--- config.mk ---
export PLATFORM = sky130hd
export DESIGN_NAME = rc5_key_expand
export DESIGN_NICKNAME = d
export VERILOG_FILES = /design/src/rtl/rc5_pkg.sv /design/src/rtl/rc5_rotl.sv /design/src/rtl/rc5_key_expand.sv
export SDC_FILE = /design/constraint.sdc
export NUM_CORES = 2
export LEC_CHECK = 0
export CAP_MARGIN = 20
export CORE_MARGIN = 3
export CORE_UTILIZATION = 55
export DETAILED_ROUTE_END_ITERATION = 10
export PLACE_DENSITY = 0.72
export SLEW_MARGIN = 0
export SYNTH_ARGS = -nofsm -noshare
export SYNTH_HDL_FRONTEND = slang
export SYNTH_SLANG_ARGS = --single-unit
--- constraint.sdc ---
create_clock -name clk -period 15.5 [get_ports clk]
set_input_delay 3.875 -clock clk [delete_from_list [all_inputs] [get_ports clk]]
set_output_delay 3.875 -clock clk [all_outputs]
set_load 0.02 [all_outputs]
--- src/rtl/rc5_pkg.sv ---
// rc5_pkg: shared RC5 magic constants, FSM state encoding and derived-size helpers
package rc5_pkg;
  typedef enum logic [2:0] {IDLE, LOAD, INIT_S, MIX_A, MIX_B, DONE} state_e;
  function automatic logic [63:0] rc5_p(input int w);
    return w == 16 ? 64'hB7E1 : w == 32 ? 64'hB7E1_5163 : 64'hB7E1_5162_8AED_2A6B;
  endfunction
  function automatic logic [63:0] rc5_q(input int w);
    return w == 16 ? 64'h9E37 : w == 32 ? 64'h9E37_79B9 : 64'h9E37_79B9_7F4A_7C15;
  endfunction
  function automatic int rc5_t(input int r);
    return 2 * (r + 1);
  endfunction
  function automatic int rc5_c(input int b, input int w);
    int u;
    u = w / 8;
    return b <= u ? 1 : (b + u - 1) / u;
  endfunction
  function automatic int rc5_n(input int t, input int c);
    return 3 * (t > c ? t : c);
  endfunction
  // index width able to count 0..n-1, never narrower than one bit
  function automatic int rc5_bits(input int n);
    return n <= 2 ? 1 : $clog2(n);
  endfunction
endpackage

--- src/rtl/rc5_rotl.sv ---
// rc5_rotl: combinational W-bit variable left rotate
module rc5_rotl #(
  parameter int W = 32,
  parameter int RW = $clog2(W)
) (
  input  logic [W-1:0]  x,
  input  logic [RW-1:0] amt,
  output logic [W-1:0]  y
);
  assign y = (x << amt) | (x >> (W - int'(amt)));
endmodule

--- src/rtl/rc5_key_expand.sv ---
// rc5_key_expand: RC5 key schedule, expands iKey into the S table and serves two registered read ports
// Optional RC5_KEY_ZEROIZE_EN: clears S, L, A and B on every transition into IDLE.
module rc5_key_expand
  import rc5_pkg::*;
#(
  parameter int W = 32,
  parameter int R = 12,
  parameter int B = 16,
  localparam int T = rc5_t(R),
  localparam int T_LENGTH = $clog2(T)
) (
  input  logic                clk,
  input  logic                rst,
  input  logic                iStart,
  input  logic [8*B-1:0]      iKey,
  input  logic [T_LENGTH-1:0] iS_address1,
  input  logic [T_LENGTH-1:0] iS_address2,
  output logic [W-1:0]        oS_sub_i1,
  output logic [W-1:0]        oS_sub_i2,
  output logic                oDone
);
  localparam int U = W / 8;
  localparam int C = rc5_c(B, W);
  localparam int N = rc5_n(T, C);
  localparam int ROT_VALUE = $clog2(W);
  localparam int JW = rc5_bits(C);
  localparam int KW = rc5_bits(N);
  localparam int KPW = 8 * U * C;
  localparam logic [63:0] P64 = rc5_p(W);
  localparam logic [63:0] Q64 = rc5_q(W);
  localparam logic [W-1:0] P_W = P64[W-1:0];
  localparam logic [W-1:0] Q_W = Q64[W-1:0];
  state_e              state_q, state_d;
  logic [W-1:0]        s_q [T];
  logic [W-1:0]        s_d [T];
  logic [W-1:0]        l_q [C];
  logic [W-1:0]        l_d [C];
  logic [W-1:0]        a_q, a_d, b_q, b_d;
  logic [T_LENGTH-1:0] i_q, i_d;
  logic [JW-1:0]       j_q, j_d;
  logic [KW-1:0]       k_q, k_d;
  logic                done_q, done_d;
  logic [W-1:0]        rd1_q, rd1_d, rd2_q, rd2_d;
  logic [KPW-1:0]      key_pad;
  logic [W-1:0]        mix_a_sum, mix_a_val, ab_sum, mix_b_sum, mix_b_val;
  assign key_pad   = KPW'(iKey);
  assign mix_a_sum = s_q[i_q] + a_q + b_q;
  assign mix_a_val = {mix_a_sum[W-4:0], mix_a_sum[W-1:W-3]};
  assign ab_sum    = a_q + b_q;
  assign mix_b_sum = l_q[j_q] + ab_sum;
  rc5_rotl #(.W(W), .RW(ROT_VALUE)) u_rotl (
    .x  (mix_b_sum),
    .amt(ab_sum[ROT_VALUE-1:0]),
    .y  (mix_b_val)
  );
  assign oS_sub_i1 = rd1_q;
  assign oS_sub_i2 = rd2_q;
  assign oDone     = done_q;
  always_comb begin
    state_d = state_q;
    s_d     = s_q;
    l_d     = l_q;
    a_d     = a_q;
    b_d     = b_q;
    i_d     = i_q;
    j_d     = j_q;
    k_d     = k_q;
    done_d  = 1'b0;
    rd1_d   = {1'b0, iS_address1} < (T_LENGTH + 1)'(T) ? s_q[iS_address1] : '0;
    rd2_d   = {1'b0, iS_address2} < (T_LENGTH + 1)'(T) ? s_q[iS_address2] : '0;
    if (!iStart) begin
      state_d = IDLE;
`ifdef RC5_KEY_ZEROIZE_EN
      if (state_q != IDLE) begin
        s_d = '{default: '0};
        l_d = '{default: '0};
        a_d = '0;
        b_d = '0;
      end
`endif
    end else begin
      case (state_q)
        IDLE: state_d = LOAD;
        LOAD: begin
          for (int w = 0; w < C; w++) l_d[w] = key_pad[w*W +: W];
          s_d[0]  = P_W;
          i_d     = T_LENGTH'(1);
          state_d = INIT_S;
        end
        INIT_S: begin
          s_d[i_q] = s_q[i_q - T_LENGTH'(1)] + Q_W;
          i_d      = i_q + T_LENGTH'(1);
          if (i_q == T_LENGTH'(T - 1)) begin
            a_d     = '0;
            b_d     = '0;
            i_d     = '0;
            j_d     = '0;
            k_d     = '0;
            state_d = MIX_A;
          end
        end
        MIX_A: begin
          s_d[i_q] = mix_a_val;
          a_d      = mix_a_val;
          state_d  = MIX_B;
        end
        // A here already holds the value written in MIX_A
        MIX_B: begin
          l_d[j_q] = mix_b_val;
          b_d      = mix_b_val;
          i_d      = i_q == T_LENGTH'(T - 1) ? '0 : i_q + T_LENGTH'(1);
          j_d      = j_q == JW'(C - 1) ? '0 : j_q + JW'(1);
          k_d      = k_q + KW'(1);
          state_d  = k_q == KW'(N - 1) ? DONE : MIX_A;
        end
        DONE: done_d = 1'b1;
        default: state_d = IDLE;
      endcase
    end
  end
  always_ff @(posedge clk or negedge rst) begin
    if (!rst) begin
      state_q <= IDLE;
      s_q     <= '{default: '0};
      l_q     <= '{default: '0};
      a_q     <= '0;
      b_q     <= '0;
      i_q     <= '0;
      j_q     <= '0;
      k_q     <= '0;
      done_q  <= 1'b0;
      rd1_q   <= '0;
      rd2_q   <= '0;
    end else begin
      state_q <= state_d;
      s_q     <= s_d;
      l_q     <= l_d;
      a_q     <= a_d;
      b_q     <= b_d;
      i_q     <= i_d;
      j_q     <= j_d;
      k_q     <= k_d;
      done_q  <= done_d;
      rd1_q   <= rd1_d;
      rd2_q   <= rd2_d;
    end
  end
endmodule
==> flow_summary_export.csv <==
group,metric,value,unit
place,dp.cells,9306,
power,power,0.0218,W
timing,relSlewSlack,13.5,%
clock_tree,clk_path_buf_depth,3,
critical_path,crit_path_start_kind,"flop",
cells_and_area,final_layout_size_suffix_gt1_share,20.7,%
cells_and_area,fillers,11500,
detailed_routing,vias_per_cell,7.61,
clock_tree,cts_resized,0,
cells_and_area,finalNonFillerCells,9565,
synth,synth-seq-cells,1106,
critical_path,crit_family,"compound AO/OA/AOI/OAI gates",
timing,rsz0062_at_grt,"false",
synth,synth_fa_ha_area_share,2.47,%
synth,synthesis.yosys.warnings,0,
place,portBuffers,205,
critical_path,cpPeakStageDelay,0.87,ns
synth,synth_top_family_by_area,"multiplexers",
global_routing,antenna_found_initial,33,
global_routing,track_usage,43.8,%
timing,min_period,8.58,ns
clock_tree,cts_buffers,121,
detailed_routing,drc_errors,0,
cells_and_area,area_growth,9.85,%
floorplan,io_pins,206,
synth,synth_edf_count,0,
floorplan,die_x,388,µm
clock_tree,hold_buffers,0,
critical_path,cp_max_fo,84,
synth,seq_area_frac_synth,34.5,%
timing,fmax,117,MHz
cells_and_area,postLayoutCoreUtil,61.1,%
synth,synth_common_cells,"nand2_1 (1108), dfrtp_1 (1106), o21ai_0 (913)",
clock_tree,cts.root.buffer_cell,"clkbuf_16",
clock_tree,tritoncts,"yes",
synth,yosys.area.top_type_share,34.5,%
synth,synth_ff_type,"dfrtp_1",
floorplan,dieArea,0.150,mm²
synth,synth_area,0.0801,mm²
floorplan,die_h,388,µm
clock_tree,cts_sinks,1106,
global_routing,gr-total-overflow,0,
synth,synth_compound_area_share,17.3,%
floorplan,fp-row-count,139,
timing,drv_slew,0,
timing,tns,0,ns
synth,synth.distinct_cells,119,
power,cellPowerDensity,248,mW/mm²
detailed_routing,routed-via-count,72800,
global_routing,grt_first_pass_wirelength,484000,µm
synth,synth.area.mux_share,29.3,%
global_routing,grt_max_degree,156,
clock_tree,clkLatencyLatePin,0.80,ns
run,drv_cap,0,
synth,synth_cells,7724,
global_routing,grt_pass1_vias,68600,
floorplan,start_util,55.6,%
synth,yosysMostFrequentCell,"nand2_1",
critical_path,criticalPathCategory,"flop to flop",
synth,synth-xor-area-share,1.31,%
worst_hold_path,hold_class,"flop to flop",
critical_path,crit_path_cell_trace,"buf_12 > buf_4 > mux4_2 > mux2i_1 > o21ai_0 > nand2_1 > o2111ai_1 > fa_1 > ha_1 > a21o_1 > a2111oi_0 > o21ai_0 > a21oi_1 > o21ai_0 > a2111oi_0 > nor3_1 > o21ai_0 > and3_1 > o21ai_0",
floorplan,coreArea,0.144,mm²
place,hpwl,218000,µm
status,status,"completed",
detailed_routing,drtPass1Iterations,9,
critical_path,worstPathRequired,16.13,ns
critical_path,critPathArrivalTime,9.21,ns
critical_path,cp_num_buf_inv,2,
synth,syn_nets,8003,
timing,fin_skew,0.0423,ns
critical_path,cpMostUsedCell,"o21ai_0",
timing,tightestPinTransition,1.30,ns
detailed_routing,avgRoutedWirePerCell,35.0,µm
detailed_routing,ant_nets,0,
detailed_routing,drt-initial-drc-count,12200,
synth,syn_area_per_cell,10.4,µm²
timing,hold_ws,0.476,ns
clock_tree,cts.reportedPaths.clkPinSlew,0.07,ns
clock_tree,cts_max_level,3,
critical_path,slowest_stage,"dfrtp_4",
power,p_leak,35.9,nW
synth,yosysTopAreaCell,"dfrtp_1",
synth,async_reset_ff_share,100,%
synth,ys_top_cells_by_area,"dfrtp_1 (35%), mux4_2 (23%), o21ai_0 (5.7%), nand2_1 (5.2%), mux2i_1 (4.2%)",
timing,hold_viol,0,
place,finalWeightedCongestion,1.05,
synth,synth_simple_gate_area_share,11.0,%
critical_path,worstSetupEndpointType,"flop",
clock_tree,cts_setup_buffers,0,
cells_and_area,nets,7821,
detailed_routing,routed_wl,334000,µm
power,vdd_drop_max,0.000258,V
timing,setup_viol,0,
timing,period_share,55.4,%
## cell families after synthesis
group	after synthesis
AOI/OAI and AO/OA	2223
muxes	1313
adders and majority gates	138
buffers and inverters	782
DFF	1106
and+or+nand+nor	2045
xor gates and xnor gates	117
## power breakdown
part	internal [W]	leakage (nW)	switching, W
Combinational	0.00475	18.9	0.0102
Clock	0.00178	2.04	0.00131
Sequential	0.00331	15.0	0.000516
## through the flow
stage | cell area, µm² | setup slack (ns)
2_1_floorplan | 80100 | 7.97
3_3_place_gp | 83500 | 7.18
3_5_place_dp | 83600 | 7.00
4_1_cts | 87700 | 6.97
5_1_grt | 88000 | 6.23
6_report | 88000 | 6.92
## final timing paths
check / startpoint / endpoint / slack (ns) / depth (start not counted)
min in group asynchronous: rst / s_q[202]$_DFFE_PN0P_ / 3.08 / 1
setup reg to reg: i_q[0]$_DFFE_PN0P_ / s_q[572]$_DFFE_PN0P_ / 6.92 / 19
max in group asynchronous: rst / s_q[381]$_DFFE_PN0P_ / 9.42 / 5
hold reg to reg: l_q[15]$_DFFE_PN0P_ / l_q[15]$_DFFE_PN0P_ / 0.48 / 2
hold / removal: l_q[15]$_DFFE_PN0P_ / l_q[15]$_DFFE_PN0P_ / 0.48 / 2
setup / recovery: i_q[0]$_DFFE_PN0P_ / s_q[572]$_DFFE_PN0P_ / 6.92 / 19
## registers in the layout, summed over array words and instances (netlist names)
signal and cells:
b_q 32, a_q 32, l_q 128, j_q 2
oS_sub_i2 32, s_q 832, i_q 5, k_q 7
state_q 3, oDone 1, oS_sub_i1 32
## cell type report
| cell class | instances | area (µm²) | area share (%) |
|---|---|---|---|
| Clock buffer | 168 | 3470 | 3.94 |
| Clock inverter | 54 | 708 | 0.804 |
| Timing Repair Buffer | 417 | 3930 | 4.46 |
| Antenna cell | 21 | 52.6 | 0.0597 |
| Tap cell | 1903 | 2380 | 2.70 |
| Multi-Input combinational cell | 5836 | 49600 | 56.3 |
| Inverter | 60 | 228 | 0.259 |
| Sequential cell | 1106 | 27700 | 31.5 |
## layout by cell type, fill, tap and decap left out, types with 45 or more instances in the layout
| master | count |
|---|---|
| a211oi_1 | 57 |
| a21o_1 | 50 |
| a21oi_1 | 384 |
| a22oi_1 | 91 |
| a31oi_1 | 47 |
| and2_1 | 46 |
| and3_1 | 45 |
| buf_4 | 186 |
| clkbuf_16 | 122 |
| clkdlybuf4s50_1 | 195 |
| dfrtp_1 | 1100 |
| ha_1 | 102 |
| inv_1 | 55 |
| mux2_2 | 163 |
| mux2i_1 | 340 |
| mux4_2 | 807 |
| nand2_1 | 1084 |
| nand3_1 | 106 |
| nor2_1 | 422 |
| nor3_1 | 117 |
| o21ai_0 | 911 |
| o21ai_1 | 96 |
| o221ai_1 | 81 |
| o31ai_1 | 58 |
| xnor2_1 | 64 |
## worst min-delay path, stage by stage, from the launching register on
cell and delay (ns):
dfrtp_1 0.34, nand2_1 0.04, o21ai_0 0.06
## routing by layer
metal	up-vias	GRT usage [%]	routed length, µm
met5	-	1.31	448
met4	38	23.7	23900
met3	1565	20.2	55100
met2	6407	60.2	136000
met1	35700	57.4	119000
li1	29000	-	-
Power figures use the tool's default switching activity.
